--- src/rtl/muldiv_if.sv ---
// Request/response bundle between the execute stage and the multiply/divide unit.
interface muldiv_if #(
  parameter int XLEN  = 32,
  parameter int REG_W = 5
);
  logic             start_i;
  logic [2:0]       op_i;
  logic [XLEN-1:0]  a_i;
  logic [XLEN-1:0]  b_i;
  logic [REG_W-1:0] rd_i;
  logic             flush_i;
  logic             busy_o;
  logic             done_o;
  logic [XLEN-1:0]  result_o;
  logic [REG_W-1:0] rd_o;

  modport master (
    output start_i, op_i, a_i, b_i, rd_i, flush_i,
    input  busy_o, done_o, result_o, rd_o
  );

  modport slave (
    input  start_i, op_i, a_i, b_i, rd_i, flush_i,
    output busy_o, done_o, result_o, rd_o
  );
endinterface

--- src/rtl/muldiv_unit.sv ---
// Iterative RV32M/RV64M multiply/divide unit: shift-add multiply and restoring
// divide on magnitudes, sign fix-up at the end, RISC-V corner cases early-out.
module muldiv_unit #(
  parameter int XLEN      = 32,
  parameter bit EARLY_OUT = 1'b1,
  parameter int REG_W     = 5
) (
  input logic     clk_i,
  input logic     reset_i,
  muldiv_if.slave bus
);
  localparam int CW = $clog2(XLEN);
  localparam logic [1:0] S_IDLE = 2'd0;
  localparam logic [1:0] S_CALC = 2'd1;
  localparam logic [1:0] S_FIX  = 2'd2;
  localparam logic [1:0] S_DONE = 2'd3;
  localparam logic [XLEN-1:0] MIN_INT = {1'b1, {(XLEN-1){1'b0}}};
  localparam logic [XLEN-1:0] ONES    = {XLEN{1'b1}};

  logic [1:0]        state_q, state_d;
  logic [CW-1:0]     cnt_q, cnt_d;
  logic [XLEN-1:0]   result_q, result_d;
  logic [REG_W-1:0]  rd_q, rd_d;
  logic [2:0]        op_q, op_d;
  logic [REG_W-1:0]  rd_pend_q, rd_pend_d;
  logic [XLEN-1:0]   opb_q, opb_d;
  logic [2*XLEN-1:0] acc_q, acc_d;
  logic              neg_q, neg_d;
  logic              spec_q, spec_d;
  logic [XLEN-1:0]   spec_res_q, spec_res_d;

  logic signed [XLEN-1:0] a_s, b_s;
  logic              a_sgn, b_sgn, a_neg, b_neg, neg_in;
  logic [XLEN-1:0]   a_abs, b_abs;
  logic              div_zero, div_ovf, mul_zero, spec_in;
  logic [XLEN-1:0]   spec_val;
  logic [XLEN:0]     mul_sum, div_sh, div_diff;
  logic [2*XLEN-1:0] step, prod;
  logic [XLEN-1:0]   quo, rem, fix_res;

  // Operand preparation at accept: magnitudes, result sign and corner cases
  always_comb begin
    a_s      = bus.a_i;
    b_s      = bus.b_i;
    a_sgn    = (bus.op_i == 3'd1) || (bus.op_i == 3'd2) || (bus.op_i == 3'd4) || (bus.op_i == 3'd6);
    b_sgn    = (bus.op_i == 3'd1) || (bus.op_i == 3'd4) || (bus.op_i == 3'd6);
    a_neg    = a_sgn && (a_s < 0);
    b_neg    = b_sgn && (b_s < 0);
    a_abs    = a_neg ? -bus.a_i : bus.a_i;
    b_abs    = b_neg ? -bus.b_i : bus.b_i;
    neg_in   = (bus.op_i[2] && bus.op_i[1]) ? a_neg : (a_neg ^ b_neg);
    div_zero = bus.op_i[2] && (bus.b_i == '0);
    div_ovf  = bus.op_i[2] && !bus.op_i[0] && (bus.a_i == MIN_INT) && (bus.b_i == ONES);
    mul_zero = !bus.op_i[2] && ((bus.a_i == '0) || (bus.b_i == '0));
    spec_in  = div_zero || div_ovf || mul_zero;
    spec_val = '0;
    if (div_zero)     spec_val = bus.op_i[1] ? bus.a_i : ONES;
    else if (div_ovf) spec_val = bus.op_i[1] ? '0 : MIN_INT;
  end

  // One iteration step (multiply: add-and-shift; divide: restoring trial subtract)
  always_comb begin
    mul_sum  = {1'b0, acc_q[2*XLEN-1:XLEN]} + (acc_q[0] ? {1'b0, opb_q} : '0);
    div_sh   = acc_q[2*XLEN-1:XLEN-1];
    div_diff = div_sh - {1'b0, opb_q};
    if (!op_q[2])
      step = {mul_sum, acc_q[XLEN-1:1]};
    else if (div_diff[XLEN])
      step = {div_sh[XLEN-1:0], acc_q[XLEN-2:0], 1'b0};
    else
      step = {div_diff[XLEN-1:0], acc_q[XLEN-2:0], 1'b1};
  end

  // Sign fix-up and result selection in FIX
  always_comb begin
    prod = neg_q ? -acc_q : acc_q;
    quo  = neg_q ? -acc_q[XLEN-1:0] : acc_q[XLEN-1:0];
    rem  = neg_q ? -acc_q[2*XLEN-1:XLEN] : acc_q[2*XLEN-1:XLEN];
    case (op_q)
      3'd0:       fix_res = prod[XLEN-1:0];
      3'd4, 3'd5: fix_res = quo;
      3'd6, 3'd7: fix_res = rem;
      default:    fix_res = prod[2*XLEN-1:XLEN];
    endcase
    if (spec_q) fix_res = spec_res_q;
  end

  // Next-state and datapath update
  always_comb begin
    state_d    = state_q;
    cnt_d      = cnt_q;
    result_d   = result_q;
    rd_d       = rd_q;
    op_d       = op_q;
    rd_pend_d  = rd_pend_q;
    opb_d      = opb_q;
    acc_d      = acc_q;
    neg_d      = neg_q;
    spec_d     = spec_q;
    spec_res_d = spec_res_q;
    case (state_q)
      S_IDLE: begin
        if (bus.start_i && !bus.flush_i) begin
          op_d       = bus.op_i;
          rd_pend_d  = bus.rd_i;
          opb_d      = b_abs;
          acc_d      = {{XLEN{1'b0}}, a_abs};
          neg_d      = neg_in;
          spec_d     = spec_in;
          spec_res_d = spec_val;
          cnt_d      = CW'(XLEN - 1);
          if (EARLY_OUT && spec_in) begin
            state_d  = S_DONE;
            result_d = spec_val;
            rd_d     = bus.rd_i;
          end else begin
            state_d  = S_CALC;
          end
        end
      end
      S_CALC: begin
        acc_d = step;
        if (cnt_q == '0) state_d = S_FIX;
        else             cnt_d = cnt_q - 1'b1;
      end
      S_FIX: begin
        result_d = fix_res;
        rd_d     = rd_pend_q;
        state_d  = S_DONE;
      end
      default: state_d = S_IDLE;
    endcase
    if ((state_q != S_IDLE) && bus.flush_i) begin
      state_d  = S_IDLE;
      result_d = result_q;
      rd_d     = rd_q;
    end
  end

  // Control and visible result registers, synchronous reset
  always_ff @(posedge clk_i) begin
    if (reset_i) begin
      state_q  <= S_IDLE;
      cnt_q    <= '0;
      result_q <= '0;
      rd_q     <= '0;
    end else begin
      state_q  <= state_d;
      cnt_q    <= cnt_d;
      result_q <= result_d;
      rd_q     <= rd_d;
    end
  end

  // Internal datapath registers, no reset needed
  always_ff @(posedge clk_i) begin
    op_q       <= op_d;
    rd_pend_q  <= rd_pend_d;
    opb_q      <= opb_d;
    acc_q      <= acc_d;
    neg_q      <= neg_d;
    spec_q     <= spec_d;
    spec_res_q <= spec_res_d;
  end

  assign bus.busy_o   = (state_q != S_IDLE);
  assign bus.done_o   = (state_q == S_DONE) && !bus.flush_i;
  assign bus.result_o = result_q;
  assign bus.rd_o     = rd_q;
endmodule

--- src/flat_wrapper.sv ---
// flat-port wrapper written by rule: the top's interface ports become plain ports
module muldiv_unit_flat 
#(
  parameter int XLEN      = 32,
  parameter bit EARLY_OUT = 1'b1,
  parameter int REG_W     = 5
)
  (clk_i, reset_i, bus_start_i, bus_op_i, bus_a_i, bus_b_i, bus_rd_i, bus_flush_i, bus_busy_o, bus_done_o, bus_result_o, bus_rd_o);
  muldiv_if #(.XLEN(XLEN), .REG_W(REG_W)) bus_i ();
  input logic clk_i;
  input logic reset_i;
  input wire logic [$bits(bus_i.start_i)-1:0] bus_start_i;
  input wire logic [$bits(bus_i.op_i)-1:0] bus_op_i;
  input wire logic [$bits(bus_i.a_i)-1:0] bus_a_i;
  input wire logic [$bits(bus_i.b_i)-1:0] bus_b_i;
  input wire logic [$bits(bus_i.rd_i)-1:0] bus_rd_i;
  input wire logic [$bits(bus_i.flush_i)-1:0] bus_flush_i;
  output wire logic [$bits(bus_i.busy_o)-1:0] bus_busy_o;
  output wire logic [$bits(bus_i.done_o)-1:0] bus_done_o;
  output wire logic [$bits(bus_i.result_o)-1:0] bus_result_o;
  output wire logic [$bits(bus_i.rd_o)-1:0] bus_rd_o;
  assign bus_i.start_i = bus_start_i;
  assign bus_i.op_i = bus_op_i;
  assign bus_i.a_i = bus_a_i;
  assign bus_i.b_i = bus_b_i;
  assign bus_i.rd_i = bus_rd_i;
  assign bus_i.flush_i = bus_flush_i;
  assign bus_busy_o = bus_i.busy_o;
  assign bus_done_o = bus_i.done_o;
  assign bus_result_o = bus_i.result_o;
  assign bus_rd_o = bus_i.rd_o;
  muldiv_unit #(.XLEN(XLEN), .EARLY_OUT(EARLY_OUT), .REG_W(REG_W)) u_core (.clk_i(clk_i), .reset_i(reset_i), .bus(bus_i));
endmodule
--- config.mk ---
export PLATFORM = sky130hd
export DESIGN_NAME = muldiv_unit_flat
export DESIGN_NICKNAME = d
export VERILOG_FILES = /design/src/rtl/muldiv_if.sv /design/src/rtl/muldiv_unit.sv /design/src/flat_wrapper.sv
export SDC_FILE = /design/constraint.sdc
export NUM_CORES = 1
export LEC_CHECK = 0
export CAP_MARGIN = 15
export CORE_ASPECT_RATIO = 1.25
export CORE_MARGIN = 3
export CORE_UTILIZATION = 60
export DETAILED_ROUTE_END_ITERATION = 10
export DONT_BUFFER_PORTS = 1
export GPL_TIMING_DRIVEN = 0
export MAX_ROUTING_LAYER = met4
export PLACE_DENSITY_LB_ADDON = 0.2
export SYNTH_ARGS = -nofsm -noshare
export SYNTH_HDL_FRONTEND = slang
export SYNTH_SLANG_ARGS = --single-unit
--- constraint.sdc ---
create_clock -name clk_i -period 10.4 [get_ports clk_i]
set_input_delay 2.08 -clock clk_i [delete_from_list [all_inputs] [get_ports clk_i]]
set_output_delay 2.08 -clock clk_i [all_outputs]
set_load 0.05 [all_outputs]
==> results.txt, run 1 <==
The run finished with clean final reports. Walking the worst path, the cells encountered are inv_1 > ha_1 > or4b_2 > nor4b_1 > nand4_1 > nand2b_1 > o21bai_1 > nand3_1 > a21oi_1 > clkbuf_1 > o211ai_1 > a21oi_1. The count of routing violations after the opening detailed-route iteration came out at 1627.

The post-synthesis share of cell area spent on full adders, half adders and majority gates came out at 6.28%. The detail route stage leaves a number of antenna-violating nets equal to 0. The maximum buffer depth of the clock tree is 2. For the finished layout, the period the worst path requires is 5.65 ns. The final-report hold violation count was 0. The number of antenna violations at the first check in global routing came out at 0. The max capacitance violation total came out at 0. The fraction of power consumed by the clock network is 17.3%.

The die boundary height is 186 µm. The number of warnings issued by yosys came out at 0. In this run the standard cell core region covers 25400 µm². Fill cells in the final layout number 2174. The total setup violations reported at the end of the flow is 0. The worst-case clock skew came out at 0.0137 ns. The final number of max-transition violations is 0.

The cell count after synthesis came out at 1869. The peak clock frequency supported by timing came out at 177 MHz. The clock reaches the later pin of the worst-skew pair after 0.46 ns. At the end of the flow, the number of nets in the layout was 2043. The detailed-route wire length per cell came out at 26.8 µm. The initial cell density of the core is 61.4%.

The TritonCTS clock tree is built. The floorplan die area came out at 27900 µm². The top-area cell type share of the netlist area is 26.6%. The completed layout was analyzed and its total power is 4150 µW. The least setup slack across all paths after layout came out at 4.75 ns. The number of cells on the worst reg-to-reg path is 14.

The number of vias per cell after detailed routing is 6.91. The count of different cell masters after synthesis is 74. The synthesized design contains 138 enable-type register cells. The cell family contributing the most delay on the critical path is simple AND/OR/NAND/NOR gates.

Measured against its own limit, the worst slew margin works out to 22.9%. Buffers added to address setup during post-CTS repair amount to 0. The average size of a mapped cell is 8.34 µm². The async set or reset register ratio after synthesis is 0%. The xor/xnor share of the synthesized area is 9.95%. The maximum vdd drop is 183 µV. The remaining global-route overflow came out at 0. During placement, the flow inserted port buffers numbering 0. The tree is rooted in a sky130_fd_sc_hd__clkbuf_16. The kind of start point of the critical path is an input pin. Counting the buffers created by CTS gives 17. The via count of the first global-routing pass was 14900. The data required time of the critical path came out at 10.78 ns. On the worst path, the slowest cell contributes a delay of 0.59 ns. Clock-pin slew was measured on the worst setup and hold paths at 0.08 ns. sky130_fd_sc_hd__edfxtp_1 takes more of the synthesized area than any other cell. The top-level I/O count came out at 115. The number of DRC violations after detailed routing came out at 0. The buffers plus inverters on the worst setup path came out at 2. For the pin with the worst max-slew slack, the measured transition is 1.15 ns. The min-delay analysis places its worst path in the category register to register. The net switching power figure came out at 2020 µW. The logic gate share of total power came out at 53.2%. The maximum fanout along the worst path is 10. The number of standard-cell rows in the floorplan came out at 65. Of the total power, the share spent switching nets is 48.6%.

The count of antenna diodes in the layout is 0. The number of instances on the worst hold path came out at 1. The most common flop cell mapped by yosys is sky130_fd_sc_hd__edfxtp_1. The maximum number of pins on one net before global-route repair came out at 66.

Power spread over the standard cell area amounts to 248 nW/µm². Summed over all cells, the static leakage comes to 0.00612 µW. The HPWL after detailed placement is 46.2 mm.

For this run, the number of standard cells in the final layout without fillers is 2238. The CTS sink count is 182. The number of logic stages on the critical path including buffering is 12. The part of the cycle the worst path needs came out at 54.4%. Relative to the synthesized area, the layout overhead comes to 7.22%.

The number of optimization iterations in the first detailed-route pass is 6. The area fraction in compound gates after synthesis is 24.3%. The global placer's final weighted congestion is 1.08. The overall routed net length is 59.9 mm. The cell-internal power is 2130 µW. Of the total synthesized cell area, the portion taken by AND, OR, NAND and NOR gates is 18.2%. The setup slack after placement is 4.34 ns. The total of cells resized after clock tree synthesis came out at 0. The first global-routing pass estimated 88.7 mm of wire.

The post-synthesis sequential element count came out at 182. The total global-route track usage is 43.6%. The clock tree synthesis step divided the H-tree into 4 levels. Setup repair after global routing left no endpoint under its margin. The data arrival at the endpoint of the critical path is 6.04 ns.

The combinational family with the most area after synthesis is compound AO/OA/AOI/OAI gates. Of the synthesized area, sequential elements account for 32.3%. The cell count after placement is 2206. The worst setup path is of the input pin to register kind. Of the cells placed in the final design, the portion with a size suffix greater than 1 is 4.26%. The via count of the routed design is 15500. Yosys attributes the largest share of cell area to sky130_fd_sc_hd__edfxtp_1 27%, sky130_fd_sc_hd__xnor2_1 6.2%, sky130_fd_sc_hd__a21oi_1 6.0%, sky130_fd_sc_hd__ha_1 6.0%, sky130_fd_sc_hd__dfxtp_1 5.7%. The number of nets in the synthesized netlist is 2022. Among the stages of the critical path, the cell type that occurs most often is sky130_fd_sc_hd__a21oi_1. After clock tree synthesis, the flow added hold-fix buffers numbering 0.

The die extent in x is 150 µm. The share of synthesized area spent on multiplexers came out at 4.39%. The type of destination of the critical path is a register. Summing every instance area after synthesis gives 15600 µm². The slowest cell on the critical path is sky130_fd_sc_hd__or4b_2. Registers are responsible for 29.5% of the overall power.
final cells by class:
type	instances	area, µm²	share of cell area (%)
Sequential cell	182	5020	30.1
Tap cell	335	419	2.51
Inverter	73	274	1.64
Timing Repair Buffer	2	40.0	0.240
Multi-Input combinational cell	1501	9850	59.0
Clock buffer	18	450	2.70
Buffer	113	442	2.64
Clock inverter	14	200	1.20
Yosys cell counts (13+ instances only):
| cell type | n |
|---|---|
| sky130_fd_sc_hd__nor2b_1 | 38 |
| sky130_fd_sc_hd__clkbuf_1 | 88 |
| sky130_fd_sc_hd__edfxtp_1 | 138 |
| sky130_fd_sc_hd__o21ai_0 | 142 |
| sky130_fd_sc_hd__nand4_1 | 24 |
| sky130_fd_sc_hd__and3_1 | 13 |
| sky130_fd_sc_hd__o21a_1 | 17 |
| sky130_fd_sc_hd__or3_1 | 22 |
| sky130_fd_sc_hd__or4_1 | 19 |
| sky130_fd_sc_hd__ha_1 | 75 |
| sky130_fd_sc_hd__o211ai_1 | 16 |
| sky130_fd_sc_hd__nand2_1 | 115 |
| sky130_fd_sc_hd__dfxtp_1 | 44 |
| sky130_fd_sc_hd__xor2_1 | 67 |
| sky130_fd_sc_hd__nor3_1 | 38 |
| sky130_fd_sc_hd__buf_2 | 14 |
| sky130_fd_sc_hd__a21oi_1 | 188 |
| sky130_fd_sc_hd__a21o_1 | 20 |
| sky130_fd_sc_hd__inv_1 | 73 |
| sky130_fd_sc_hd__nor4_1 | 20 |
| sky130_fd_sc_hd__o22ai_1 | 21 |
| sky130_fd_sc_hd__nor2_1 | 191 |
| sky130_fd_sc_hd__nand2b_1 | 22 |
| sky130_fd_sc_hd__mux2i_1 | 65 |
| sky130_fd_sc_hd__o41ai_1 | 18 |
| sky130_fd_sc_hd__xnor2_1 | 110 |
| sky130_fd_sc_hd__a31oi_1 | 24 |
| sky130_fd_sc_hd__o31ai_1 | 29 |
| sky130_fd_sc_hd__a211oi_1 | 25 |
| sky130_fd_sc_hd__nand3_1 | 29 |
stage by stage:
step	TNS [ns]	util (%)	area [µm²]	hold slack (ns)
detailed placement	0	63.3	16100	0.486
finish	0	65.8	16700	0.502
global route	0	65.8	16700	0.539
CTS	0	65.8	16700	0.503
floorplan	0	-	15600	0.461
global placement	-0.000832	63.0	16000	0.481
final timing paths:
check / to / start / slack (ns)
setup reg to reg: u_core.acc_q[61] / u_core.acc_q[31] / 5.17
hold reg to reg: u_core.cnt_q[0] / u_core.cnt_q[0] / 0.50
hold / removal: u_core.cnt_q[0] / u_core.cnt_q[0] / 0.50
setup / recovery: u_core.bus.result_o[8] / bus_a_i[1] / 4.75
power by group through the flow:
stage	sequential (µW)	combinational (µW)	clock, µW
finish	1220	2210	720
global placement	1240	2060	0
global route	1240	2360	746
floorplan	1170	1530	0
CTS	1210	2130	719
detailed placement	1230	2110	0
routing by layer:
layer / track usage, % / vias up / wire length, µm
li1: - / 6997 / -
met1: 48.5 / 7261 / 21300
met2: 68.9 / 948 / 27600
met5: - / - / 0
met3: 8.63 / 261 / 5450
met4: 33.6 / 0 / 5600
kinds of logic (layout without fill, tap and decap cells):
logic type                 count (synthesis)  in the layout
buffers and inverters                    186            220
muxes                                     68             68
AOI/OAI and AO/OA                        603            603
and+or+nand+nor                          576            576
DFF                                      182            182
adders and majority gates                 77             77
xor gates and xnor gates                 177            177
cells in the final DEF (no fill, tap or decap), types with 13 or more instances in the layout:
cell,instances
sky130_fd_sc_hd__o211ai_1,16
sky130_fd_sc_hd__o41ai_1,18
sky130_fd_sc_hd__inv_1,73
sky130_fd_sc_hd__a21oi_1,188
sky130_fd_sc_hd__buf_2,14
sky130_fd_sc_hd__xor2_1,67
sky130_fd_sc_hd__mux2i_1,65
sky130_fd_sc_hd__clkbuf_1,88
sky130_fd_sc_hd__o21a_1,17
sky130_fd_sc_hd__nand2_1,115
sky130_fd_sc_hd__a21o_1,19
sky130_fd_sc_hd__ha_1,75
sky130_fd_sc_hd__or4_1,19
sky130_fd_sc_hd__o21ai_0,142
sky130_fd_sc_hd__nand3_1,29
sky130_fd_sc_hd__xnor2_1,110
sky130_fd_sc_hd__nor4_1,20
sky130_fd_sc_hd__and3_1,13
sky130_fd_sc_hd__a31oi_1,24
sky130_fd_sc_hd__a211oi_1,25
sky130_fd_sc_hd__nand4_1,24
sky130_fd_sc_hd__clkbuf_16,18
sky130_fd_sc_hd__nor2_1,190
sky130_fd_sc_hd__or3_1,22
sky130_fd_sc_hd__nor2b_1,38
sky130_fd_sc_hd__o22ai_1,21
sky130_fd_sc_hd__nand2b_1,22
sky130_fd_sc_hd__dfxtp_1,44
sky130_fd_sc_hd__o31ai_1,29
sky130_fd_sc_hd__nor3_1,38
sky130_fd_sc_hd__edfxtp_1,138
flip-flops by register name, summed over array words and instances (netlist names):
signal,cells
u_core.spec_res_q,32
u_core.opb_q,32
u_core.spec_q,1
u_core.bus.result_o,32
u_core.cnt_q,5
u_core.op_q,3
u_core.bus.rd_o,5
u_core.state_q,2
u_core.neg_q,1
u_core.rd_pend_q,5
u_core.acc_q,64
worst register-to-register path: cells and delay by family, from the launching register on:
kind / cells / cell delay, ns
AND/OR/NAND/NOR: 3 / 0.99
multiplexers: 1 / 0.28
adder cells (fa/ha/maj): 2 / 0.69
AO/OA/AOI/OAI: 6 / 1.90
buffers and inverters: 2 / 0.71
flip-flops: 1 / 0.43
(Power assumes the default switching activity.)
==> inputs of run 2 (changes only) <==
==> constraint.sdc (replaced) <==
create_clock -name clk_i -period 5.3 [get_ports clk_i]
set_input_delay 1.06 -clock clk_i [delete_from_list [all_inputs] [get_ports clk_i]]
set_output_delay 1.06 -clock clk_i [all_outputs]
set_load 0.05 [all_outputs]
==> run 2 against run 1 <==
Effect of this change:
- clock-buffer cell count fell by 1
- cell area hardly changed
- clock power is 99% higher
- sequential share of layout area hardly changed
- via count rose by 1.0%
- power is 98% higher
- die area stayed put
==> results.txt, run 2 (same netlist as run 1, synthesis figures left out) <==
The flow ran to the end, and the final reports show no timing, DRC or antenna violations. In this design, the largest share of critical-path delay is due to compound AO/OA/AOI/OAI gates. The share of power burned in registers came out at 29.4%. For met2 alone, demand over resource in global routing was 71.1%. The number of levels in the clock H-tree came out at 4. The number of DRC violations after detailed routing came out at 0. The number of standard-cell rows in the floorplan is 65.

The maximum vdd drop came out at 262 µV. The top-level I/O count is 115. The first global-routing pass estimated 90.1 mm of wire. The via count of the first global-routing pass came out at 14900. In this run the clock root is driven by a sky130_fd_sc_hd__clkbuf_16. Summed over all cells, the static leakage comes to 0.00611 µW. The top cell types in the final layout, fill and taps aside, are 190 x sky130_fd_sc_hd__nor2_1, 188 x sky130_fd_sc_hd__a21oi_1, 141 x sky130_fd_sc_hd__o21ai_0, 138 x sky130_fd_sc_hd__edfxtp_1, 115 x sky130_fd_sc_hd__nand2_1.

The floorplan die area came out at 27900 µm². The worst slack on hold paths is 0.495 ns. The signal on the critical path passes through inv_1 > buf_1 > nor2_1 > ha_1 > a21oi_1 > a21boi_0 > a2111oi_0 > o311ai_0 > a221oi_1 > o31ai_1 > a221oi_1 > xnor2_1 > nor2_1 > a211oi_1.

Of the available clock period, the critical path in the final layout requires 95.4%. The data required time of the critical path came out at 5.59 ns. The initial cell density of the core is 61.4%. The final setup TNS is 0 ns. Data on the critical path arrives at its endpoint at 5.35 ns. Measured against its own limit, the worst slew margin works out to 15.6%. The global routing usage on met1 is 50.1%. After global routing, the most crowded layer is met2. After clock tree synthesis, the clock-pin slew on the worst setup and hold paths is 0.08 ns. The floorplan step defined a core boundary enclosing 25400 µm². The total power density per cell area came out at 491 nW/µm².

The area growth from synthesis to layout is 7.18%. The count of buffers inserted at the top-level ports is 0. The total design power is 8200 µW. The total setup violations reported at the end of the flow came out at 0.

In this run the most critical hold path is launched from u_core.cnt_q[0]. Of the total power, the share spent switching nets is 49.2%. The count of antenna-violating nets left after detailed routing is 0.

The number of buffers added to fix hold violations after cts is 0. The capture instance of the worst register-to-register path is u_core.acc_q[62]. The via count of the routed design is 15600. After legalization and detailed placement, the total HPWL measured 46.2 mm. After global routing the overflow that remains totals 0.

The max capacitance violation total is 0. Fill cells in the final layout number 2220. Before antenna repair, the detailed router went through 6 iterations. The final-report hold violation count is 0. The fraction of power consumed by the clock network is 17.5%. Counting instances, the worst hold path has a depth of 1.

Entering global routing, the biggest net connects 66 pins. The worst-case clock skew came out at 0.0220 ns. The buffers plus inverters on the worst setup path came out at 2. The die extent in x is 150 µm. Subtracting the final worst setup slack from the clock period gives 5.06 ns.

The number of logic stages on the critical path including buffering came out at 14. The path with the worst hold slack has its endpoint at u_core.cnt_q[0]. Leaving out fill and tap cells, the most frequent cell in the layout is sky130_fd_sc_hd__nor2_1. The register with the most flip-flops in the layout has 64 of them. The CTS sink count came out at 182. In this run, the number of DRC markers left after iteration 0 of detailed routing was 1750. Setup repair after global routing left no endpoint under its margin. The global placer's final weighted congestion came out at 1.05. Per report_power, the combinational group accounts for 53.1% of the total. The number of antenna violations at the first check in global routing is 1.

The maximum buffer depth of the clock tree is 2. The delay of the slowest cell on the worst path came out at 0.83 ns. The die boundary height came out at 186 µm.

The overall routed net length is 60.8 mm. The depth of the worst register-to-register path came out at 14. The met3 routing resource usage after global routing is 7.51%. The cell-internal power is 4170 µW. The final number of max-transition violations is 0. The net count of the finished layout is 2043. The total global-route track usage came out at 44.2%. The worst setup path is captured at a register. The latest clock arrival within the worst-skew pair is 0.48 ns.

The worst hold path belongs to the class register to register. The TritonCTS clock tree is built. The worst register-to-register path begins at u_core.acc_q[0]. The net switching power figure came out at 4030 µW.

Dividing the detail-routed wire length by the instance count gives 27.1 µm. The total clock buffers created by CTS came out at 17. The number of vias per cell after detailed routing came out at 6.98. The top register by number of flip-flops is u_core.acc_q.

The maximum fanout along the worst path is 10. Derived from the worst setup path, the maximum achievable clock frequency is 198 MHz. The slowest stage of the critical path is the sky130_fd_sc_hd__a2111oi_0 cell. The register-to-register path setup slack came out at 0.24 ns. STA classifies the critical path startpoint as a register. By startpoint and endpoint, the worst setup path is classified as register to register. The buffer count from post-CTS setup fixing came out at 0. The share of final-layout standard cells stronger than drive strength 1 is 4.26%.

The transition at the pin with the smallest max-transition slack came out at 1.23 ns.
==> run 2: changes by cell type in the layout (fill, tap and decap cells not counted), moves of 2 or more <==
cell,before,now
sky130_fd_sc_hd__clkinv_8,4,2
sky130_fd_sc_hd__inv_12,5,9
sky130_fd_sc_hd__inv_6,1,3
sky130_fd_sc_hd__inv_8,4,1
==> run 2: worst max-delay path by stage <==
stage	slack, ns	start	endpoint
floorplan	0.44	bus_flush_i	u_core.cnt_q[4]
global placement	-0.93	bus_flush_i	u_core.cnt_q[4]
detailed placement	0.23	u_core.acc_q[32]	u_core.acc_q[50]
CTS	0.22	u_core.acc_q[32]	u_core.acc_q[50]
global route	0.09	u_core.acc_q[0]	u_core.acc_q[62]
finish	0.24	u_core.acc_q[0]	u_core.acc_q[62]
==> run 2: cell type report <==
class / instances / area, µm² / share of cell area [%]
Antenna cell: 1 / 2.50 / 0.0150
Buffer: 113 / 442 / 2.65
Clock buffer: 17 / 425 / 2.55
Clock inverter: 15 / 216 / 1.30
Inverter: 73 / 274 / 1.64
Multi-Input combinational cell: 1501 / 9850 / 59.0
Sequential cell: 182 / 5020 / 30.1
Tap cell: 335 / 419 / 2.51
Timing Repair Buffer: 2 / 40.0 / 0.240
==> run 2: per-stage QoR <==
stage | instance area (µm²) | instances | util (%) | worst slack, ns
after global routing | 16700 | 2239 | 65.8 | 0.0899
final | 16700 | 2239 | 65.8 | 0.244
after floorplan | 15600 | 1869 | - | 0.439
after detailed placement | 16100 | 2206 | 63.3 | 0.230
after CTS | 16700 | 2238 | 65.8 | 0.215
after global placement | 16000 | 2204 | 63.1 | -0.933
==> run 2: power groups by stage <==
stage / clock [µW] / combinational, µW / sequential (µW)
final: 1430 / 4350 / 2410
after global routing: 1470 / 4670 / 2430
after CTS: 1420 / 4200 / 2390
after detailed placement: 0 / 4160 / 2420
after global placement: 0 / 4080 / 2420
after floorplan: 0 / 3020 / 2280
==> run 2: layer usage <==
layer,up-vias,routed length [µm]
li1,6997,-
met1,7322,21600
met2,1030,28100
met3,276,5500
met4,0,5550
met5,-,0
==> run 2: what timing repair did <==
item                                    4_1_cts  5_1_grt
gates resized for setup                       0        1
endpoints found under the setup margin        0       17
hold endpoints to repair                      0        0
==> inputs of run 3 (changes only) <==
--- a/config.mk
+++ b/config.mk
@@ -7,7 +7,7 @@
 export LEC_CHECK = 0
 export CAP_MARGIN = 15
 export CORE_ASPECT_RATIO = 1.25
-export CORE_MARGIN = 3
+export CORE_MARGIN = 2
 export CORE_UTILIZATION = 60
 export DETAILED_ROUTE_END_ITERATION = 10
 export DONT_BUFFER_PORTS = 1
==> run 3 against run 2 <==
Effect of this change:
- clock power is essentially flat
- critical path type unchanged
- cell area is essentially flat
- register-to-register slack worse by 0.08 ns
- largest cell class unchanged
==> results.txt, run 3 (same netlist as run 1, synthesis figures left out) <==
The share of final-layout standard cells stronger than drive strength 1 is 4.26%. The overall routed net length came out at 60.2 mm. The total global-route track usage came out at 45.2%. The final design utilization came out at 65.8%.

The number of vias per cell after detailed routing came out at 6.85. The via count of the first global-routing pass is 14900. The type of the worst setup path is register to register. The transition at the pin with the smallest max-transition slack came out at 1.26 ns. The initial cell density of the core is 61.4%.

The core region is 25400 µm². Measured against its own limit, the worst slew margin works out to 13.6%. The area growth from synthesis to layout is 7.13%. The reported leakage power is 0.00611 µW. After the flow finishes, the layout carries non-filler instances totaling 2239. The final number of max-transition violations came out at 0.

The routed layout has 15300 vias. The count of antenna-violating nets left after detailed routing came out at 0. The data required time of the critical path came out at 5.52 ns. In this run, CTS created clock tree buffers numbering 17.

The clock slew at the register clock pins of the worst setup and hold paths came out at 0.09 ns. During I/O placement, the number of pins put on the boundary was 115. The flow ran to the end, and the final reports show no timing, DRC or antenna violations. The type of destination of the critical path is a register. The maximum fanout along the worst path came out at 10.

The remaining global-route overflow came out at 0. The count of buffers inserted at the top-level ports is 0. After detailed placement, the design holds a cell count of 2206. u_core.acc_q holds more flip-flops than any other register. The TritonCTS clock tree is built. The number of antenna violations at the first check in global routing is 1. The die extent in x came out at 148 µm. The data arrival at the endpoint of the critical path came out at 5.36 ns.

The startpoint identified for the worst register-to-register timing path is u_core.acc_q[31]. STA classifies the critical path startpoint as a register. After legalization and detailed placement, the total HPWL measured 46.4 mm. Once routing completed, OpenROAD measured the worst setup slack at 0.165 ns. After filler insertion, the fill cell instance count of the layout stands at 2206. The wire length of the first global-routing pass came out at 89.4 mm.

Measured along the y axis, the die boundary spans 184 µm. The number of instances on the worst hold path is 1. The min-delay analysis places its worst path in the category register to register. After floorplanning, the core was divided into 65 placement rows.

The depth of the worst register-to-register path came out at 14. The number of optimization iterations in the first detailed-route pass came out at 6. The peak clock frequency supported by timing came out at 195 MHz.

In this run the number of H-tree levels came out at 4. The max capacitance violation total came out at 0. Routability-driven placement finished with a final weighted congestion of 1.07.

The worst path uses 96.9% of the clock period. The floorplan die area came out at 27300 µm². Setup repair after global routing left no endpoint under its margin.

Power spread over the standard cell area amounts to 487 nW/µm². The worst-case clock skew is 0.0192 ns. The CTS sink count is 182. The number of DRC violations after detailed routing came out at 0. The detailed-route wire length per cell is 26.9 µm. At the end of the flow, the number of nets in the layout was 2043. The time the worst path needs with I/O delays and setup came out at 5.14 ns. Entering global routing, the biggest net connects 66 pins.

Setup violations remaining at the end of the flow were counted as 0. The final setup TNS is 0 ns. The setup slack after placement came out at 0.109 ns. The maximum vdd drop is 295 µV.

Leaving out fill and tap cells, the most frequent cell in the layout is sky130_fd_sc_hd__nor2_1. The worst slack on hold paths is 0.497 ns. The number of flip-flops in the largest register is 64.

The top cell types in the final layout, fill and taps aside, are 190 x sky130_fd_sc_hd__nor2_1, 188 x sky130_fd_sc_hd__a21oi_1, 141 x sky130_fd_sc_hd__o21ai_0, 138 x sky130_fd_sc_hd__edfxtp_1, 115 x sky130_fd_sc_hd__nand2_1. The number of buffers added to fix hold violations after cts is 0. The library cell used as clock root buffer is sky130_fd_sc_hd__clkbuf_16. The count of routing violations after the opening detailed-route iteration is 1389. The final-report hold violation count came out at 0. The maximum buffer depth of the clock tree came out at 2. In this run the most critical hold path is launched from u_core.cnt_q[0]. The latest clock arrival within the worst-skew pair came out at 0.47 ns. The launching instance or port of the critical path is u_core.acc_q[31].
run 3: path summary, 6_finish.rpt:
kind | endpoint | slack [ns]
worst max register to register | u_core.acc_q[61] | 0.16
worst max-delay path | u_core.acc_q[61] | 0.16
worst min register to register | u_core.cnt_q[0] | 0.50
worst min-delay path | u_core.cnt_q[0] | 0.50
run 3: layout make-up:
class	instances	area [µm²]	share of cell area [%]
tap	335	419	2.51
sequential	182	5020	30.1
buffer	113	442	2.65
clock inverter	15	209	1.25
antenna	1	2.50	0.0150
clock buffer	17	425	2.55
multi-input combinational	1501	9850	59.0
timing repair buffer	2	40.0	0.240
inverter	73	274	1.64
run 3: timing repair:
action | CTS | global route
setup buffers | 0 | 0
resized for setup | 0 | 1
hold endpoints to repair | 0 | 0
setup endpoints to repair | 0 | 28
run 3: metrics by stage:
step	area, µm²	power [µW]
global route	16700	8520
finish	16700	8130
floorplan	15600	5300
CTS	16700	7960
detailed placement	16100	6570
global placement	16000	6470
run 3: where the power goes:
group / total [µW] / internal (µW) / switching (µW)
clock: 1400 / 666 / 734
sequential: 2410 / 1960 / 445
combinational: 4320 / 1530 / 2790
total: 8130 / 4160 / 3970
run 3: per-layer routing:
metal,GRT usage [%],wire length (µm),part of all wire (%)
met2,72.0,27600,46
met4,35.6,5790,9.6
met5,-,0,0
met3,7.75,5310,8.8
met1,50.1,21500,36
run 3: critical path, cell delays in order, from the launching register on:
cell and delay (ns):
sky130_fd_sc_hd__edfxtp_1 0.46, sky130_fd_sc_hd__inv_1 0.19, sky130_fd_sc_hd__ha_1 0.28, sky130_fd_sc_hd__fa_1 0.41, sky130_fd_sc_hd__nand2b_1 0.18, sky130_fd_sc_hd__a21oi_1 0.31, sky130_fd_sc_hd__o21ai_0 0.18, sky130_fd_sc_hd__o211ai_1 0.20
sky130_fd_sc_hd__a41oi_1 0.34, sky130_fd_sc_hd__o21ai_1 0.58, sky130_fd_sc_hd__or4_1 0.20, sky130_fd_sc_hd__nand4_1 0.61, sky130_fd_sc_hd__buf_2 0.53, sky130_fd_sc_hd__mux2i_1 0.29, sky130_fd_sc_hd__o21ai_0 0.13
